### config.mk
export PLATFORM = sky130hd
export DESIGN_NAME = dot_row_feeder
export DESIGN_NICKNAME = d
export VERILOG_FILES = /design/src/rtl/dot_pkg.sv /design/src/rtl/row_pkg_fetcher.sv /design/src/rtl/dot_row_feeder.sv
export SDC_FILE = /design/constraint.sdc
export NUM_CORES = 1
export LEC_CHECK = 0
export ABC_AREA = 1
export CAP_MARGIN = 20
export CELL_PAD_IN_SITES_DETAIL_PLACEMENT = 0
export CELL_PAD_IN_SITES_GLOBAL_PLACEMENT = 2
export CORE_AREA = 3 3 454 456
export DETAILED_ROUTE_END_ITERATION = 8
export DIE_AREA = 0 0 457 459
export DONT_BUFFER_PORTS = 1
export PLACE_DENSITY = 0.49
export SLEW_MARGIN = 10
export SYNTH_ARGS = -nofsm -noshare
export SYNTH_HDL_FRONTEND = slang
export SYNTH_SLANG_ARGS = --single-unit
### constraint.sdc
create_clock -name clk -period 29.8 [get_ports clk]
set_clock_uncertainty 0.15 [all_clocks]
set_input_delay 4.47 -clock clk [delete_from_list [all_inputs] [get_ports clk]]
set_output_delay 4.47 -clock clk [all_outputs]
set_load 0.005 [all_outputs]
### src/rtl/dot_pkg.sv
// dot_pkg: shared widths and FSM encoding for the dot-product row feeder
package dot_pkg;
    localparam int DEF_NO_OF_UNITS   = 8;
    localparam int DEF_ELEMENT_WIDTH = 32;
    localparam int DEF_PKG_W         = DEF_NO_OF_UNITS * DEF_ELEMENT_WIDTH;
    localparam logic [2:0] S_IDLE    = 3'd0;
    localparam logic [2:0] S_JOBRST  = 3'd1;
    localparam logic [2:0] S_FETCH   = 3'd2;
    localparam logic [2:0] S_CAPTURE = 3'd3;
    localparam logic [2:0] S_PRESENT = 3'd4;
    localparam logic [2:0] S_GAP     = 3'd5;
    localparam logic [2:0] S_WAITFIN = 3'd6;
    localparam logic [2:0] S_DONE    = 3'd7;
endpackage

### src/rtl/row_pkg_fetcher.sv
// row_pkg_fetcher: row-memory address/read strobe and one-cycle capture of the A/B packages
module row_pkg_fetcher
    import dot_pkg::*;
#(
    parameter int ADDR_W = 10,
    parameter int W      = DEF_PKG_W
) (
    input  logic              clk,
    input  logic              rst,
    input  logic              fetch,
    input  logic              capture,
    input  logic [ADDR_W-1:0] base,
    input  logic [ADDR_W-1:0] idx,
    input  logic [W-1:0]      mem_a_data,
    input  logic [W-1:0]      mem_b_data,
    output logic              mem_rd_en,
    output logic [ADDR_W-1:0] mem_addr,
    output logic [W-1:0]      first_row,
    output logic [W-1:0]      second_row
);
    assign mem_rd_en = fetch;
    assign mem_addr  = fetch ? base + idx : '0;

    // rows change only on capture, so they stay put across the strobe and its gap
    always_ff @(posedge clk or posedge rst) begin
        if (rst) begin
            first_row  <= '0;
            second_row <= '0;
        end else if (capture) begin
            first_row  <= mem_a_data;
            second_row <= mem_b_data;
        end
    end
endmodule

### src/rtl/dot_row_feeder.sv
// dot_row_feeder: streams A/B row packages into the dot-product unit and returns its result
module dot_row_feeder
    import dot_pkg::*;
#(
    parameter int NO_OF_UNITS    = DEF_NO_OF_UNITS,
    parameter int ELEMENT_WIDTH  = DEF_ELEMENT_WIDTH,
    parameter int ADDR_W         = 10,
    parameter int PKG_GAP        = 2,
    parameter int FINISH_TIMEOUT = 4096
) (
    input  logic                                 clk,
    input  logic                                 main_reset,
    input  logic                                 start,
    input  logic [ADDR_W-1:0]                    base_addr,
    input  logic [31:0]                          no_of_multiples,
    output logic                                 busy,
    output logic                                 done,
    output logic                                 timeout,
    output logic [ELEMENT_WIDTH-1:0]             result,
    output logic                                 mem_rd_en,
    output logic [ADDR_W-1:0]                    mem_addr,
    input  logic [NO_OF_UNITS*ELEMENT_WIDTH-1:0] mem_a_data,
    input  logic [NO_OF_UNITS*ELEMENT_WIDTH-1:0] mem_b_data,
    output logic                                 dp_reset,
    output logic [31:0]                          dp_no_of_multiples,
    output logic [NO_OF_UNITS*ELEMENT_WIDTH-1:0] dp_first_row,
    output logic [NO_OF_UNITS*ELEMENT_WIDTH-1:0] dp_second_row,
    output logic                                 outsider_read_now,
    input  logic                                 dp_finish,
    input  logic [ELEMENT_WIDTH-1:0]             dp_dot_product
);
    localparam int RW = NO_OF_UNITS * ELEMENT_WIDTH;

    logic [2:0]               state;
    logic [ADDR_W-1:0]        base;
    logic [31:0]              pkg_cnt;
    logic [31:0]              idx;
    logic [31:0]              wcnt;
    logic                     fin_flag;
    logic [ELEMENT_WIDTH-1:0] fin_val;

    assign busy               = state != S_IDLE && state != S_DONE;
    assign done               = state == S_DONE;
    assign dp_reset           = state == S_JOBRST;
    assign outsider_read_now  = state == S_PRESENT;
    assign dp_no_of_multiples = pkg_cnt;

    row_pkg_fetcher #(.ADDR_W(ADDR_W), .W(RW)) u_fetch (
        .clk        (clk),
        .rst        (main_reset),
        .fetch      (state == S_FETCH),
        .capture    (state == S_CAPTURE),
        .base       (base),
        .idx        (idx[ADDR_W-1:0]),
        .mem_a_data (mem_a_data),
        .mem_b_data (mem_b_data),
        .mem_rd_en  (mem_rd_en),
        .mem_addr   (mem_addr),
        .first_row  (dp_first_row),
        .second_row (dp_second_row)
    );

    // job sequencing; an early dp_finish is kept (flag and value) until WAITFIN consumes it
    always_ff @(posedge clk or posedge main_reset) begin
        if (main_reset) begin
            state    <= S_IDLE;
            base     <= '0;
            pkg_cnt  <= '0;
            idx      <= '0;
            wcnt     <= '0;
            fin_flag <= 1'b0;
            fin_val  <= '0;
            result   <= '0;
            timeout  <= 1'b0;
        end else begin
            if (dp_finish && busy) begin
                fin_flag <= 1'b1;
                fin_val  <= dp_dot_product;
            end
            case (state)
                S_IDLE: if (start) begin
                    base     <= base_addr;
                    pkg_cnt  <= no_of_multiples;
                    idx      <= '0;
                    fin_flag <= 1'b0;
                    result   <= '0;
                    timeout  <= 1'b0;
                    state    <= no_of_multiples == 32'd0 ? S_DONE : S_JOBRST;
                end
                S_JOBRST:  state <= S_FETCH;
                S_FETCH:   state <= S_CAPTURE;
                S_CAPTURE: state <= S_PRESENT;
                S_PRESENT: begin
                    idx   <= idx + 32'd1;
                    wcnt  <= '0;
                    state <= S_GAP;
                end
                S_GAP: begin
                    wcnt <= wcnt + 32'd1;
                    if (wcnt + 32'd1 >= PKG_GAP) begin
                        wcnt  <= '0;
                        state <= idx < pkg_cnt ? S_FETCH : S_WAITFIN;
                    end
                end
                S_WAITFIN: begin
                    wcnt <= wcnt + 32'd1;
                    if (dp_finish || fin_flag) begin
                        result <= dp_finish ? dp_dot_product : fin_val;
                        state  <= S_DONE;
                    end else if (wcnt == FINISH_TIMEOUT - 1) begin
                        timeout <= 1'b1;
                        result  <= '0;
                        state   <= S_DONE;
                    end
                end
                default: state <= S_IDLE;
            endcase
        end
    end
endmodule
==> impl_results.md <==
* Initial antenna violation count at 66
* Fill cell count at 22701
* Final HPWL from detailed placement at 132000 um
* Clock Path Buffers at 3
* Nets@finish at 4048
* CTS sink count at 687
* Vias after detailed routing at 23139
* GR Util All Layers at 15.4%
* Tightest Hold Check Type: register to register
* Max_slew headroom at 33.6%
* RSZ-0062 raised after global routing: no
* Post-synth top cells: 1861 x nand2_1, 687 x dfrtp_1, 170 x inv_1
* CORE AREA at 202000 sq um
* WP data required at 30.39 ns
* Number of H-tree levels at 3
* Post-route design area at 35500 sq um
* Total gr overflow at 0
* Yosys top cell area share at 59.0%
* Cells after DPL at 5991
* DRT Wirelength at 166000 um
* Critical Path End Type: asynchronous set/reset pin
* Setup violators final at 0
* Die Span X at 457 um
* Pin count of the biggest net entering global routing at 159
* Status: completed
* Slew Viols, Final at 0
* Die area at 210000 sq um
* Fin util at 17.6%
* CTS tree: yes
* Drt wl/cell at 26.9 um
* Die Y-Extent at 459 um
* GP Congestion at 0.845
* Final Cycle Share at 25.5%
* First-pass GRT wire length at 222000 um
* Share of cells above drive strength 1 at 7.48%
* CTS hold repair buffers at 0
* PwrDens at 116 nW/um^2
* Input/output buffers at 0
* Syn Nets at 4066
* I/O pin count at 1182
* Register area share after synthesis at 59.0%
* Setup TNS at 0 ns
* Distinct cell type count after synthesis at 42
* Clock Latency Late Sink at 0.72 ns
* Mapped cell area at 29200 sq um
* Main synth FF type: dfrtp_1
* DR iter-0 viols at 1368
* Reg clk slew, reported paths at 0.05 ns
* FF+latch count, synth at 687
* Max_cap viols at 0
* Crit-path max cell delay at 0.83 ns
* DRC viols at 0
* CP arrival at 8.19 ns
* CP cell instances: inv_8, buf_4, buf_4, buf_4, buf_4
* Top-count cell post-synth: nand2_1
* Post-route insts no fill at 6173
* Post-DRT Antenna Nets at 0
* Ys Warns at 0
* Via density per instance at 3.75
* Achievable clock frequency at 132 MHz
* Post-synth EDFFs at 0
* P&R area growth vs syn at 21.8%
* Row cnt at 165
* Area leader, netlist: dfrtp_1
* Initial core utilization at 14.4%
* Final min period at 7.60 ns
* DRT Pass-1 Iters at 5
* Crit-path most repeated cell: buf_4
* Worst-margin pin slew at 0.996 ns
* Post-DP Area at 32200 sq um
* Synthesized instance count at 3432
* Post-CTS setup repair buffer count at 0
* CP max FO at 84
* Top cells by area, synth: dfrtp_1 59%, nand2_1 24%, inv_1 2.2%
* Async S/R FF share, synth at 100%
* Worst IR Drop VDD at 44.4 uV
* Leakage power at 17.3 nW
* Vias in the first global route at 23904
* CTS Buf Count at 93
* Post_cts resized at 0
* Avg Cell Area, Syn at 8.50 sq um
* Startpoint types: input port
* Root Buffer: clkbuf_16
* Setup CP Type: input port to asynchronous set/reset pin
* Total Power at 0.00411 W
* Slowest cell on crit path: buf_4
* Hold Fails Final Rpt at 0
## per-layer routing
layer,GRT usage [%],vias up,wire length [um]
li1,-,10642,-
met1,16.8,11321,61900
met2,26.9,942,82400
met3,7.24,218,18200
met4,3.44,16,3310
met5,0,-,90
## critical path, delay by kind of cell
family / cells / cell delay [ns]
buf+inv: 5 / 3.47
## state kept, by name, indices dropped and copies added (netlist names)
register and cells:
idx 32, base 10, fin_flag 1, u_fetch.first_row 256, result 32, fin_val 32, state 3, wcnt 32
timeout 1, dp_no_of_multiples 32, u_fetch.second_row 256
## report_power, final
| part | switching, W | leakage (nW) | internal, W |
|---|---|---|---|
| clock network | 0.000491 | 1.61 | 0.000723 |
| registers | 0.000590 | 8.55 | 0.00135 |
| logic | 0.000655 | 7.16 | 0.000299 |
## per-stage QoR
step                      worst slack, ns  hold WS (ns)
final                               22.20         0.330
after global routing                21.63         0.352
after CTS                           22.03         0.334
after detailed placement            21.22         0.317
after global placement              21.19         0.318
after floorplan                      5.92         0.298
## logic make-up after synthesis
| group | after synthesis | synth area share, % |
|---|---|---|
| flip-flops | 687 | 59.0 |
| AND/OR/NAND/NOR | 2118 | 28.4 |
| adder cells (fa/ha/maj) | 44 | 1.91 |
| buffers and inverters | 319 | 4.38 |
| AO/OA/AOI/OAI | 186 | 3.55 |
| XOR/XNOR | 10 | 0.326 |
| multiplexers | 68 | 2.48 |
## final timing paths
kind,from,to,slack [ns],depth (start not counted)
worst max-delay path,main_reset,result[10],22.20,5
worst min-delay path,base[2],base[2],0.33,2
worst max register to register,state[0],u_fetch.first_row[7],25.31,9
min in group asynchronous,main_reset,u_fetch.first_row[105],3.56,1
worst min register to register,base[2],base[2],0.33,2
max in group clk,idx[0],mem_addr[8],22.25,11
## area by class of cell
type	instances	area [sq um]	area share (%)
sequential	687	17200	48.4
clock buffer	134	2700	7.61
inverter	176	676	1.90
multi-input combinational	2426	10700	30.1
antenna	10	25.0	0.0705
timing repair buffer	30	263	0.740
clock inverter	38	613	1.73
tap	2672	3340	9.42
## cell usage in the layout (no fill, tap or decap), types with 4 or more instances in the layout
cell and count:
clkinv_2 14, diode_2 10, o21ai_1 6, nor2_1 122, nand2_2 10, o21ai_0 64
buf_4 27, nor4_1 8, nor3_2 4, clkinvlp_4 4, o22ai_1 61, inv_1 169
nor2_2 9, nand3_2 4, mux2i_1 35, xor2_1 7, clkbuf_1 19, clkbuf_8 22
bufinv_16 10, clkinv_16 5, nand3_1 62, mux2_2 33, a21oi_1 46, clkbuf_16 93
dfrtp_1 687, nor3_1 10, ha_1 43, nor2_4 10, nand2_1 1860, nand4_1 14
(Power assumes the default switching activity.)
